==> src/rtl/axi_rd_bram_loader.sv <==
`default_nettype none
// ============================================================================
// Module   : axi_rd_bram_loader
// Purpose  : Read-DMA stage feeding the input BRAM of the bf16 multiply-tree
//            datapath. On a start command it fetches total_beats 256-bit
//            beats from external memory with AXI4 INCR bursts (one burst
//            outstanding at a time), splits every beat into two 128-bit
//            words (low half first) and writes them to consecutive BRAM
//            addresses starting at bram_base.
// Revision : 1.0 - initial release
// ----------------------------------------------------------------------------
// Ports
//   clk, rst_n          : clock (rising edge), async active-low reset
//   start               : command strobe, only sampled while idle
//   src_addr            : byte address of first beat (burst-size aligned)
//   total_beats         : number of 256-bit beats to fetch
//   bram_base           : first BRAM word address
//   busy / done / err   : status; done is a one-cycle pulse, err is sticky
//                         until the next accepted start
//   M_AXI_AR* / M_AXI_R*: AXI4 read address / read data channels
//   bram_we/waddr/wdata : BRAM write port, one 128-bit word per cycle
// ============================================================================
module axi_rd_bram_loader #(
  parameter int M_AXI_ID_WIDTH   = 4,
  parameter int M_AXI_DATA_WIDTH = 256,
  parameter int BRAM_DW          = 128,
  parameter int BRAM_AW          = 11,
  parameter int MAX_BURST        = 16,
  parameter int LEN_W            = 16
) (
  input  logic                        clk,
  input  logic                        rst_n,
  input  logic                        start,
  input  logic [31:0]                 src_addr,
  input  logic [LEN_W-1:0]            total_beats,
  input  logic [BRAM_AW-1:0]          bram_base,
  output logic                        busy,
  output logic                        done,
  output logic                        err,
  output logic [M_AXI_ID_WIDTH-1:0]   M_AXI_ARID,
  output logic [31:0]                 M_AXI_ARADDR,
  output logic [7:0]                  M_AXI_ARLEN,
  output logic [2:0]                  M_AXI_ARSIZE,
  output logic [1:0]                  M_AXI_ARBURST,
  output logic                        M_AXI_ARLOCK,
  output logic [3:0]                  M_AXI_ARCACHE,
  output logic [2:0]                  M_AXI_ARPROT,
  output logic [3:0]                  M_AXI_ARQOS,
  output logic                        M_AXI_ARVALID,
  input  logic                        M_AXI_ARREADY,
  input  logic [M_AXI_ID_WIDTH-1:0]   M_AXI_RID,
  input  logic [M_AXI_DATA_WIDTH-1:0] M_AXI_RDATA,
  input  logic [1:0]                  M_AXI_RRESP,
  input  logic                        M_AXI_RLAST,
  input  logic                        M_AXI_RVALID,
  output logic                        M_AXI_RREADY,
  output logic                        bram_we,
  output logic [BRAM_AW-1:0]          bram_waddr,
  output logic [BRAM_DW-1:0]          bram_wdata
);

  // Low address bits that must be zero; a burst-size aligned start can never
  // make a burst cross a 4KB boundary.
  localparam int               c_ALIGN_BITS = $clog2(MAX_BURST * 32);
  localparam int               c_HI_W       = M_AXI_DATA_WIDTH - BRAM_DW;
  localparam logic [LEN_W-1:0] c_MAX_BURST  = LEN_W'(MAX_BURST);

  typedef enum logic [2:0] {
    S_IDLE  = 3'd0,
    S_CHECK = 3'd1,
    S_AR    = 3'd2,
    S_RDATA = 3'd3,
    S_DRAIN = 3'd4,
    S_FIN   = 3'd5
  } state_t;

  state_t               state_q;
  logic [LEN_W-1:0]     beats_q;       // latched beat count of the command
  logic [LEN_W-1:0]     remaining_q;   // beats not yet requested
  logic [7:0]           beat_cnt_q;    // beats left in current burst, minus one
  logic [31:0]          araddr_q;
  logic [7:0]           arlen_q;
  logic                 arvalid_q;
  logic [BRAM_AW-1:0]   wptr_q;        // next BRAM address to be written
  logic [BRAM_AW-1:0]   bram_waddr_q;
  logic [BRAM_DW-1:0]   bram_wdata_q;
  logic                 bram_we_q;
  logic [c_HI_W-1:0]    hold_hi_q;     // upper half of the last accepted beat
  // Set while the low half is on the BRAM port and the upper half is still
  // waiting in hold_hi_q. When clear, the hold register is free for a new
  // beat at the end of this cycle (it is either empty or emitting its upper
  // half right now).
  logic                 hold_lo_q;
  logic                 busy_q;
  logic                 done_q;
  logic                 err_q;

  logic                 rready_d;
  logic                 r_hs_d;
  logic                 last_beat_d;
  logic [31:0]          araddr_d;
  logic [LEN_W-1:0]     remaining_d;

  // Beats-minus-one of the next burst given the beats still to request.
  function automatic logic [7:0] burst_len_m1(input logic [LEN_W-1:0] rem);
    if (rem >= c_MAX_BURST) begin
      return 8'(MAX_BURST - 1);
    end
    return 8'(rem - LEN_W'(1));
  endfunction

  assign rready_d    = (state_q == S_RDATA) && !hold_lo_q;
  assign r_hs_d      = M_AXI_RVALID && rready_d;
  assign last_beat_d = (beat_cnt_q == 8'd0);
  assign araddr_d    = araddr_q + ((32'(arlen_q) + 32'd1) << 5);
  assign remaining_d = remaining_q - (LEN_W'(arlen_q) + LEN_W'(1));

  always_ff @(posedge clk or negedge rst_n) begin
    if (!rst_n) begin
      state_q      <= S_IDLE;
      beats_q      <= '0;
      remaining_q  <= '0;
      beat_cnt_q   <= 8'd0;
      araddr_q     <= 32'd0;
      arlen_q      <= 8'd0;
      arvalid_q    <= 1'b0;
      wptr_q       <= '0;
      bram_waddr_q <= '0;
      bram_wdata_q <= '0;
      bram_we_q    <= 1'b0;
      hold_hi_q    <= '0;
      hold_lo_q    <= 1'b0;
      busy_q       <= 1'b0;
      done_q       <= 1'b0;
      err_q        <= 1'b0;
    end else begin
      done_q    <= 1'b0;
      bram_we_q <= 1'b0;
      hold_lo_q <= 1'b0;

      // Width split: a beat accepted in cycle t is written low half at t+1
      // and upper half at t+2. Acceptance is blocked only while the low half
      // is being emitted, giving one beat every two cycles.
      if (hold_lo_q) begin
        bram_we_q    <= 1'b1;
        bram_wdata_q <= hold_hi_q;
        bram_waddr_q <= wptr_q;
        wptr_q       <= wptr_q + BRAM_AW'(1);
      end else if (r_hs_d) begin
        bram_we_q    <= 1'b1;
        bram_wdata_q <= M_AXI_RDATA[BRAM_DW-1:0];
        hold_hi_q    <= M_AXI_RDATA[M_AXI_DATA_WIDTH-1:BRAM_DW];
        hold_lo_q    <= 1'b1;
        bram_waddr_q <= wptr_q;
        wptr_q       <= wptr_q + BRAM_AW'(1);
      end

      case (state_q)
        S_IDLE: begin
          if (start) begin
            araddr_q <= src_addr;
            beats_q  <= total_beats;
            wptr_q   <= bram_base;
            err_q    <= 1'b0;
            busy_q   <= 1'b1;
            state_q  <= S_CHECK;
          end
        end

        S_CHECK: begin
          if (araddr_q[c_ALIGN_BITS-1:0] != '0) begin
            err_q   <= 1'b1;
            busy_q  <= 1'b0;
            done_q  <= 1'b1;
            state_q <= S_FIN;
          end else if (beats_q == '0) begin
            busy_q  <= 1'b0;
            done_q  <= 1'b1;
            state_q <= S_FIN;
          end else begin
            remaining_q <= beats_q;
            arlen_q     <= burst_len_m1(beats_q);
            arvalid_q   <= 1'b1;
            state_q     <= S_AR;
          end
        end

        // ARADDR/ARLEN only change on the handshake, so they stay stable
        // for as long as the slave stalls.
        S_AR: begin
          if (M_AXI_ARREADY) begin
            arvalid_q   <= 1'b0;
            araddr_q    <= araddr_d;
            remaining_q <= remaining_d;
            beat_cnt_q  <= arlen_q;
            state_q     <= S_RDATA;
          end
        end

        // The local beat counter decides where a burst ends; RLAST is only
        // cross-checked against it.
        S_RDATA: begin
          if (r_hs_d) begin
            if (M_AXI_RRESP != 2'b00) begin
              err_q <= 1'b1;
            end
            if (M_AXI_RLAST != last_beat_d) begin
              err_q <= 1'b1;
            end
            if (last_beat_d) begin
              if (remaining_q != '0) begin
                arlen_q   <= burst_len_m1(remaining_q);
                arvalid_q <= 1'b1;
                state_q   <= S_AR;
              end else begin
                state_q <= S_DRAIN;
              end
            end else begin
              beat_cnt_q <= beat_cnt_q - 8'd1;
            end
          end
        end

        // Leave once the upper half of the final beat is on the BRAM port,
        // so done lands the cycle after the last write.
        S_DRAIN: begin
          if (!hold_lo_q) begin
            busy_q  <= 1'b0;
            done_q  <= 1'b1;
            state_q <= S_FIN;
          end
        end

        S_FIN: begin
          state_q <= S_IDLE;
        end

        default: begin
          state_q <= S_IDLE;
        end
      endcase
    end
  end

  // Read ID is not checked: only one burst is ever outstanding.
  logic w_unused_rid;
  assign w_unused_rid = ^M_AXI_RID;

  assign busy          = busy_q;
  assign done          = done_q;
  assign err           = err_q;
  assign M_AXI_ARID    = '0;
  assign M_AXI_ARADDR  = araddr_q;
  assign M_AXI_ARLEN   = arlen_q;
  assign M_AXI_ARSIZE  = 3'b101;
  assign M_AXI_ARBURST = 2'b01;
  assign M_AXI_ARLOCK  = 1'b0;
  assign M_AXI_ARCACHE = 4'b0010;
  assign M_AXI_ARPROT  = 3'b000;
  assign M_AXI_ARQOS   = 4'b0000;
  assign M_AXI_ARVALID = arvalid_q;
  assign M_AXI_RREADY  = rready_d;
  assign bram_we       = bram_we_q;
  assign bram_waddr    = bram_waddr_q;
  assign bram_wdata    = bram_wdata_q;

endmodule
`default_nettype wire

==> config.mk <==
export PLATFORM = sky130hd
export DESIGN_NAME = axi_rd_bram_loader
export DESIGN_NICKNAME = d
export VERILOG_FILES = /design/src/rtl/axi_rd_bram_loader.sv
export SDC_FILE = /design/constraint.sdc
export NUM_CORES = 1
export LEC_CHECK = 0
export ABC_AREA = 1
export ABC_CLOCK_PERIOD_IN_PS = 2800
export CORE_ASPECT_RATIO = 1.1
export CORE_MARGIN = 5
export CORE_UTILIZATION = 40
export CTS_CLUSTER_DIAMETER = 60
export DETAILED_ROUTE_END_ITERATION = 10
export GPL_ROUTABILITY_DRIVEN = 0
export PLACE_DENSITY = 0.82
export SLEW_MARGIN = 10
export SYNTH_ARGS = -nofsm -noshare
export SYNTH_HDL_FRONTEND = slang
export SYNTH_SLANG_ARGS = --single-unit
==> constraint.sdc <==
create_clock -name clk -period 2.8 [get_ports clk]
set_clock_uncertainty 0.2 [all_clocks]
set_input_delay 0.42 -clock clk [delete_from_list [all_inputs] [get_ports clk]]
set_output_delay 0.42 -clock clk [all_outputs]
set_load 0.01 [all_outputs]
# == Yosys cells after proc, flatten, opt, wreduce, memory -nomap -nowiden ==
# Index checks and enable logic that the tools add are counted.
# classes
n_eq_ne,17
shift,0
multipliers,0
add_sub_neg,8
mux,72
div,0
bitwise,1
n_lt_le_gt_ge,2
reduce_logical,27
# op_table
operator,n
$mux W128,2
$mux W8,12
$mux W11,6
$mux W32,2
$pmux W32 S2,1
$mux W16,3
$add A32 B14 Y32,1
$ge A16 B5 Y1 const B,2
$pmux W16 S2,1
$pmux W8 S2,2
$mux W1,30
$mux W3,8
$sub A8 B1 Y8 const B,3
$add A8 B1 Y9 const B,2
$ne A2 B2 Y1 const B,9
$logic_not A16 Y1,1
$reduce_bool A16 Y1,1
$sub A16 B9 Y16,1
$pmux W3 S5,1
$reduce_and A4 Y1,3
$reduce_bool A2 Y1,6
$add A11 B1 Y11 const B,1
$reduce_and A5 Y1,2
$pmux W1 S3,3
other kinds (19),24
# totals
mem_bits_rw,0
out_inout_bits,206
romBits,0
latchBits,0
input_bits,327
mem_count,0
reg_bits,367
wordCells,143

# == Logic depth before layout (Yosys ltp) ==
# Gate-level depths: netlist (run 1).
# depth
depth_word,11
ltp_mapped,19
ltp_nobuf,19

# == Worst setup path before layout (run 1) ==
# No wires, ideal clock.
# synth_timing
path_type,reg2reg
from,register arlen_q[1] (netlist: M_AXI_ARLEN[1])
to,register araddr_q[14] (netlist: M_AXI_ARADDR[14])
slack_ns,0.076
n_path_buf,0
period_less_slack_ns,2.724
path_stages_with_launch,15
required_ns,2.480
arrival_ns,2.405
setup_ns,0.120
cell_sequence,dfrtp_1 inv_1 nor3_1 nand3_1 nor3_1 xor2_1 ha_1 nand2_1 inv_1 a21oi_1 nand3_1 o21ai_0 inv_1 o21ai_0 inv_1
# synth_via
elab_chain_len,4
# synth_rtl
element,line,source
"start, declared",82,logic [7:0] arlen_q;
"start signal, assigned",182,arlen_q <= burst_len_m1(beats_q);
"start signal, assigned",212,arlen_q <= burst_len_m1(remaining_q);
$add A8 B1 Y9,115,assign araddr_d = araddr_q + ((32'(arlen_q) + 32'd1) << 5);
$add A32 B14 Y32,115,
$mux W32,191,if (M_AXI_ARREADY) begin
$pmux W32 S2,158,case (state_q)
"end signal, assigned",161,araddr_q <= src_addr;
"end signal, assigned",193,araddr_q <= araddr_d;
"end, declared",81,logic [31:0] araddr_q;
# Every way passes these cells. The select of a mux whose other input is x is not followed.
# A chain may end at the register's enable or synchronous reset.

# == Worst setup path after layout (run 1) ==
# layout_timing
from,register arlen_q[0] (netlist: M_AXI_ARLEN[0])
to,register araddr_q[26] (netlist: M_AXI_ARADDR[26])
# The elaborated chain is that of the path after synthesis.

==> results.txt, run 1 <==
Placed Cells: 3469
largest net degree at the start of global routing: 143
critical path endpoint category: flop
Worst Tran Pin Value: 0.801 ns
CP required: 3.04 ns
htree depth: 2
vias in the first global route: 17.1k
post-place setup slack: -0.0571 ns
initial DRC count: 1545
Yosys cell types: 38
Synth Register Bits: 367
antenna violations before repair: 13
drt pass-1 iters: 6
initial core utilization: 0.402
post-DR vias/cell: 5.01
worst skew pair latency: 0.58 ns
share of layout cells above drive strength 1: 0.0612
Cells after Synth: 2431
clock root buffer: clkbuf_16
Hold Path Depth: 3
FILL cells: 3990
number of I/O pins: 533
final count of negative-setup-slack endpoints: 0
Slew Viols, Final: 0
all-layer global routing usage: 0.242
non-filler cells, final: 3555
critical path class: flop to flop
Antenna Nets Post-Route: 0
worst hold path type: input port to flop
RSZ-0062 raised after global routing: yes
commonest non-fill, non-tap cell in the layout: nand2_1
die area: 50000 µm²
crit path time final: 2.78 ns
Peak VDD IR: 0.619 mV
sequential share of the synthesized area: 0.503
area growth from synthesis to layout: 40.8%
total CTS buffers: 42
Critical Path AT: 3.02 ns
hold path start: M_AXI_RDATA[128]
Highest Clock Rate: 360 MHz
async set-reset flop share out of synthesis: 1.00
first-pass GRT wire length: 95000 µm
fin crit share: 0.992
total wire length: 62700 µm
Die H: 234 µm
worst setup margin: 0.0232 ns
YS warnings: 0
Port-buffer cells: 507
maxcap violations: 0
Mapped Area: 18300 µm²
ys flop type: dfrtp_1
Reg2Reg Depth: 17
NumNets Final: 3283
worst r2r dst: M_AXI_ARADDR[26]
status: finished clean
crit path launch type: flop
Slew HR: 0.466
Congestion Overflow GR: 0
DR WL/cell: 17.6 µm
DRC: 0
dpl hpwl: 46100 µm
Die Wd: 214 µm
crit-path max FO: 4
clock sink count: 367
Hold Vio Cnt, Final: 0
number of enable flip-flop cells after synthesis: 0
commonest non-fill, non-tap cells in the layout: nand2_1, clkdlybuf4s50_1, dfrtp_1, nor2_1, inv_1
# rows: 82
R2R Path Start: M_AXI_ARLEN[0]
reg2reg setup slack: 0.02 ns
CTS clk-pin slew, worst paths: 0.06 ns
Mean Syn Cell Area: 7.51 µm²
Core Region: 45300 µm²
Leak Pwr: 0.0124 µW
via count: 17.8k
CTS Buffer Depth: 3
PD cells: 1100 nW/µm²
WHS Endpoint: hold_hi_q[0]
CTS tree: built
## cells in the mapped netlist, drive strengths merged (2+ instances only)
library cell / instances / area (µm²)
nor4: 2 / 12.5
o31ai: 2 / 15.0
inv: 169 / 634
o21ai: 92 / 460
or2: 8 / 50.1
fa: 2 / 40.0
o211ai: 5 / 37.5
o22ai: 2 / 12.5
conb: 2 / 7.51
xnor2: 4 / 35.0
a21oi: 17 / 85.1
clkbuf: 46 / 173
a31oi: 116 / 726
nor2: 252 / 982
buf: 88 / 503
o21bai: 4 / 30.0
nor3: 36 / 180
xor2: 18 / 158
nand3b: 8 / 60.1
nand2: 1053 / 3960
dfrtp: 367 / 9180
nand4: 9 / 56.3
nand3: 102 / 523
a21boi: 2 / 26.3
ha: 23 / 288
## final cells by class
cell class / instances / area, µm² / area share
tap: 588 / 736 / 0.0286
timing repair buffer: 571 / 5810 / 0.226
clock inverter: 10 / 113 / 0.00438
sequential: 367 / 9190 / 0.358
clock buffer: 61 / 1190 / 0.0464
inverter: 169 / 643 / 0.0250
antenna: 9 / 22.5 / 0.000877
multi-input combinational: 1780 / 7990 / 0.311
## stage by stage
stage / hold WS [ns] / setup TNS (ns) / util / instance area (µm²) / power (µW)
6_report: 0.170 / 0 / 0.567 / 25700 / 28300
5_1_grt: 0.158 / -2.35 / 0.566 / 25700 / 30400
4_1_cts: 0.147 / 0 / 0.562 / 25500 / 28300
3_5_place_dp: 0.262 / -0.108 / 0.533 / 24200 / 22900
3_3_place_gp: 0.254 / 0 / 0.533 / 24200 / 22500
2_1_floorplan: -0.0756 / 0 / - / 18300 / 16900
## routing by layer
layer  global-route usage  part of all wire  vias to the layer above
li1                     -                 -                     8624
met3               0.0739             0.093                      149
met1                0.287              0.37                     8272
met4               0.0946             0.045                        8
met2                0.411              0.49                      763
met5                    0           0.00088                        -
## power by group
part	switching, µW	internal [µW]	total (µW)
sequential	1770	7890	9660
clock	2260	2970	5240
combinational	7550	5880	13400
total	11600	16700	28300
## worst max path at each step
| stage | depth (start not counted) | slack (ns) | to | from |
|---|---|---|---|---|
| 3_3_place_gp | 16 | 0.04 | M_AXI_ARADDR[30] | M_AXI_ARLEN[0] |
| 4_1_cts | 6 | 0.01 | M_AXI_RREADY | state_q[2] |
| 2_1_floorplan | 14 | 0.08 | M_AXI_ARADDR[14] | M_AXI_ARLEN[1] |
| 6_report | 17 | 0.02 | M_AXI_ARADDR[26] | M_AXI_ARLEN[0] |
| 3_5_place_dp | 16 | -0.06 | M_AXI_ARADDR[30] | M_AXI_ARLEN[0] |
| 5_1_grt | 20 | -0.17 | M_AXI_ARADDR[21] | M_AXI_ARLEN[0] |
## cell families after synthesis
kind of cell	share of synthesized area
adders and majority gates	0.0180
AOI/OAI and AO/OA	0.0767
other	0.000411
DFF	0.503
xor gates and xnor gates	0.0106
and+or+nand+nor	0.319
buffers and inverters	0.0718
## timing repair
| item | in CTS | in global routing |
|---|---|---|
| resized for setup | 5 | 35 |
| hold endpoints to repair | 53 | 0 |
| cloned | 0 | 0 |
| buffers inserted | 1 | 4 |
| setup endpoints to repair | 6 | 21 |
| hold buffers | 1 | 0 |
| pin swaps | 0 | 24 |
## flip-flops by register name, indices dropped and copies added, names as in the netlist, 3 cells and up
signal / flops
M_AXI_ARADDR: 32
M_AXI_ARLEN: 8
beat_cnt_q: 8
beats_q: 16
bram_waddr: 11
bram_wdata: 128
hold_hi_q: 128
remaining_q: 16
state_q: 3
wptr_q: 11
## worst max-delay path, cell delays in order (launching register included)
cell     delay (ns)
dfrtp_1        0.38
buf_4          0.14
ha_4           0.14
nand3_4        0.09
nor3_4         0.23
xor2_1         0.19
inv_1          0.10
ha_4           0.30
nand2_2        0.08
nor2_2         0.15
buf_4          0.13
nand2_1        0.06
nor2_1         0.11
nand2_1        0.08
nand3_1        0.09
nand3_1        0.07
nand2_1        0.08
nand2_1        0.05
Power figures use the tool's default switching activity.
==> inputs of run 2 (changes only) <==
CTS_CLUSTER_SIZE = 14   (was default)
==> results.txt, run 2 (synthesis results as in run 1) <==
status: complete, but fails checks
failing checks: negative setup slack
Antenna Nets Post-Route: 0
total CTS buffers: 36
clock share of power: 0.171
worst r2r dst: M_AXI_ARADDR[25]
via count: 17.9k
P_int: 16400 µW
DR WL/cell: 17.8 µm
total wire length: 62800 µm
Reg2Reg Depth: 18
die area: 50000 µm²
Peak VDD IR: 0.732 mV
Leak Pwr: 0.0123 µW
CP required: 3.03 ns
DRC: 0
final setup TNS: -0.0220 ns
Comb power frac: 0.484
Hold Vio Cnt, Final: 0
vias in the first global route: 17.1k
critical path class: flop to flop
crit path time final: 2.81 ns
Slew Viols, Final: 0
worst setup margin: -0.0135 ns
first-pass GRT wire length: 94700 µm
NumNets Final: 3277
htree depth: 2
number of I/O pins: 533
final count of negative-setup-slack endpoints: 2
clock root buffer: clkbuf_16
largest net degree at the start of global routing: 143
Placed Cells: 3469
Die Wd: 214 µm
initial DRC count: 1575
RSZ-0062 raised after global routing: yes
worst hold path type: input port to flop
Sw Ratio: 0.414
Critical Path AT: 3.04 ns
PD cells: 1090 nW/µm²
FILL cells: 3992
fin crit share: 1.00
Setup crit start: M_AXI_ARLEN[0]
share of layout cells above drive strength 1: 0.0629
Sequential Power Share: 0.345
drt pass-1 iters: 6
clock sink count: 367
# rows: 82
critical path endpoint category: flop
Highest Clock Rate: 355 MHz
Congestion Overflow GR: 0
crit-path max FO: 4
Port-buffer cells: 507
maxcap violations: 0
Die H: 234 µm
post-DR vias/cell: 5.07
Hold Path Depth: 3
non-filler cells, final: 3538
hold path start: M_AXI_RDATA[233]
area growth from synthesis to layout: 40.1%
CTS tree: built
Core Region: 45300 µm²
initial core utilization: 0.402
register area: 9190 µm²
Slew HR: 0.445
Worst Tran Pin Value: 0.833 ns
R2R Path Start: M_AXI_ARLEN[0]
WHS Endpoint: hold_hi_q[105]
CTS clk-pin slew, worst paths: 0.07 ns
commonest non-fill, non-tap cells in the layout: nand2_1, clkdlybuf4s50_1, dfrtp_1, nor2_1, inv_1
antenna violations before repair: 13
commonest non-fill, non-tap cell in the layout: nand2_1
Psw: 11600 µW
crit path launch type: flop
dpl hpwl: 46100 µm
multi-input logic area: 8050 µm²
Final Util: 0.564
all-layer global routing usage: 0.241
reg2reg setup slack: -0.01 ns
CTS Buffer Depth: 3
worst skew pair latency: 0.55 ns
## run 2: worst max-delay path, cell delays in order, from the launching register on
cell     delay, ns
dfrtp_1       0.38
buf_4         0.14
ha_4          0.14
nand3_4       0.09
nor3_4        0.23
xor2_1        0.20
inv_1         0.10
ha_4          0.30
nand2_2       0.09
inv_2         0.07
nand2_1       0.08
nor2_1        0.11
nand2_1       0.10
nand3_4       0.12
nand2_2       0.07
nand2_2       0.06
nand3_1       0.06
nand2_1       0.10
nand2_1       0.05
## run 2: final cells by class
type / instances / share of cell area
antenna: 10 / 0.000979
clock buffer: 39 / 0.0365
clock inverter: 14 / 0.00695
inverter: 169 / 0.0252
multi-input combinational: 1780 / 0.315
sequential: 367 / 0.359
tap: 588 / 0.0288
timing repair buffer: 571 / 0.227
## run 2: stage by stage
stage	hold WS, ns	power [µW]	worst slack [ns]	instance area (µm²)
2_1_floorplan	-0.0756	16900	0.0755	18300
3_3_place_gp	0.254	22500	0.0436	24200
3_5_place_dp	0.262	22900	-0.0571	24200
4_1_cts	0.162	27800	0.0207	25300
5_1_grt	0.173	30000	-0.176	25600
6_report	0.184	28000	-0.0135	25600
## run 2: what timing repair did
| action | CTS | global route |
|---|---|---|
| setup endpoints to repair | 8 | 21 |
| hold endpoints to repair | 53 | 0 |
| setup buffers | 1 | 4 |
| hold buffers | 1 | 0 |
| pin swaps | 0 | 29 |
| resized for setup | 5 | 53 |
## run 2: how the worst max path moves through the flow
stage	to	slack, ns
3_5_place_dp	M_AXI_ARADDR[30]	-0.06
2_1_floorplan	M_AXI_ARADDR[14]	0.08
6_report	M_AXI_ARADDR[25]	-0.01
3_3_place_gp	M_AXI_ARADDR[30]	0.04
5_1_grt	M_AXI_ARADDR[25]	-0.18
4_1_cts	M_AXI_RREADY	0.02
## run 2: power by group through the flow
stage | logic [µW] | clock network (µW) | registers, µW
floorplan | 6980 | 0 | 9890
global placement | 12900 | 0 | 9580
detailed placement | 13200 | 0 | 9660
CTS | 13300 | 4880 | 9610
global route | 15000 | 5090 | 9970
finish | 13500 | 4800 | 9650
## run 2: layer usage
layer	routed length, µm	track usage	vias to the layer above
li1	-	-	8608
met1	23200	0.288	8368
met2	30800	0.409	777
met3	5650	0.0641	167
met4	3080	0.105	6
met5	41	0	-
==> inputs of run 3 (changes only) <==
CORE_MARGIN = 8   (was 5)
CORE_UTILIZATION = 45   (was 40)
CTS_BUF_LIST = sky130_fd_sc_hd__clkbuf_2 sky130_fd_sc_hd__clkbuf_4 sky130_fd_sc_hd__clkbuf_8   (was default)
PLACE_DENSITY = 0.9   (was 0.82)
==> results.txt, run 3 (synthesis results as in run 1) <==
total wire length: 67100 µm
final count of negative-setup-slack endpoints: 16
post-DR vias/cell: 5.44
critical path class: flop to flop
worst r2r dst: M_AXI_ARADDR[23]
antenna violations before repair: 17
Tot Pwr: 26500 µW
# rows: 77
slowest CP cell: dfrtp_1
failing checks: negative setup slack
first-pass GRT wire length: 102000 µm
DRC: 0
DR WL/cell: 19.4 µm
Hold Vio Cnt, Final: 0
initial core utilization: 0.455
crit path time final: 2.91 ns
share of layout cells above drive strength 1: 0.0564
Worst Tran Pin Value: 0.700 ns
Peak VDD IR: 0.596 mV
drt pass-1 iters: 6
Slew Viols, Final: 0
critical path's top delay family: simple AND/OR/NAND/NOR gates
RSZ-0062 raised after global routing: yes
Die H: 227 µm
Buf+Inv Stages, Crit Path: 2
via count: 18.8k
htree depth: 2
CTS clk-pin slew, worst paths: 0.09 ns
NumNets Final: 3267
Hold Path Depth: 3
PD cells: 1070 nW/µm²
die area: 47300 µm²
Highest Clock Rate: 344 MHz
number of I/O pins: 533
commonest non-fill, non-tap cell in the layout: nand2_1
Critical Path AT: 3.18 ns
CTS Buffer Depth: 3
clock root buffer: clkbuf_8
initial DRC count: 1974
Leak Pwr: 0.0120 µW
crit-path max cell delay: 0.44 ns
worst hold path type: input port to flop
Slew HR: 0.533
critical path, cell by cell: inv_2, nor3_4, nand3_2, nor3_2, xor2_1, ha_1, nand2_2, nand2_2, a21oi_2, nand3_2, buf_4, nand3b_1, nand3_1, nand2_1, nand2_1
all-layer global routing usage: 0.270
non-filler cells, final: 3457
FILL cells: 3090
worst setup margin: -0.111 ns
CP required: 3.07 ns
total CTS buffers: 34
Port-buffer cells: 507
R2R Path Start: M_AXI_ARLEN[0]
Placed Cells: 3387
vias in the first global route: 18.7k
worst skew pair latency: 0.60 ns
final setup TNS: -0.568 ns
maxcap violations: 0
Antenna Nets Post-Route: 0
Core Region: 40100 µm²
clock sink count: 367
reg2reg setup slack: -0.11 ns
crit-path max FO: 4
Die Wd: 208 µm
Congestion Overflow GR: 0
status: complete, but fails checks
largest net degree at the start of global routing: 131
CTS tree: built
hold path start: M_AXI_RDATA[151]
WHS Endpoint: hold_hi_q[23]
area growth from synthesis to layout: 35.7%
commonest non-fill, non-tap cells in the layout: nand2_1, clkdlybuf4s50_1, dfrtp_1, nor2_1, inv_1
Reg2Reg Depth: 15
crit path launch type: flop
critical path endpoint category: flop
fin crit share: 1.04
dpl hpwl: 50000 µm
## run 3: cell types whose count changed in the layout (fill, tap and decap cells not counted), moves of 3 or more
cell | previous run | this run
clkbuf_8 | 2 | 37
diode_2 | 10 | 16
clkbuf_16 | 36 | 0
clkinv_2 | 2 | 6
nand2_2 | 15 | 10
buf_12 | 19 | 14
nand2_1 | 1036 | 1042
nor2_2 | 5 | 8
inv_6 | 4 | 1
## run 3: layout make-up
| type | count | area, µm² | share of cell area |
|---|---|---|---|
| clock buffers | 39 | 524 | 0.0212 |
| multi-input cells | 1780 | 7990 | 0.323 |
| clock inverters | 10 | 68.8 | 0.00278 |
| inverters | 169 | 638 | 0.0258 |
| repair buffers | 563 | 5680 | 0.229 |
| flip-flops and latches | 367 | 9190 | 0.371 |
| well taps | 513 | 642 | 0.0259 |
| diodes | 16 | 40.0 | 0.00162 |
## run 3: power by group
part	internal, µW	switching, µW
clock network	1260	1900
registers	7870	1860
logic	5810	7840
## run 3: per-stage QoR
step	hold WS, ns	util	instance area [µm²]	worst slack, ns
after global routing	0.128	0.618	24800	-0.251
after detailed placement	0.252	0.597	23900	-0.0729
after floorplan	-0.0756	-	18300	0.0755
after global placement	0.250	0.597	23900	0.0748
final	0.143	0.618	24800	-0.111
after CTS	0.108	0.613	24600	-0.0306
## run 3: how the worst max path moves through the flow
stage                             to  cells past startpoint            from
finish              M_AXI_ARADDR[23]                     15  M_AXI_ARLEN[0]
global route        M_AXI_ARADDR[26]                     16  M_AXI_ARLEN[0]
CTS                 M_AXI_ARADDR[23]                     16  M_AXI_ARLEN[0]
detailed placement  M_AXI_ARADDR[31]                     16  M_AXI_ARLEN[0]
global placement    M_AXI_ARADDR[31]                     16  M_AXI_ARLEN[0]
floorplan           M_AXI_ARADDR[14]                     14  M_AXI_ARLEN[1]
## run 3: tightest hold or removal path, delay by kind of cell
family,cells,cell delay (ns)
buf+inv,1,0.39
simple gates,2,0.10
## run 3: per-layer routing
metal / track usage / wire length (µm) / vias to the layer above
met1: 0.301 / 23300 / 8855
met5: 0 / 41 / -
li1: - / - / 8581
met4: 0.158 / 4400 / 6
met3: 0.0832 / 7010 / 245
met2: 0.456 / 32300 / 1107
## run 3: timing repair
action / 4_1_cts / 5_1_grt
buffers inserted: 1 / 3
gates resized for setup: 5 / 36
setup endpoints to repair: 7 / 21
hold endpoints to repair: 65 / 0
pin swaps: 2 / 18
hold buffers: 1 / 0
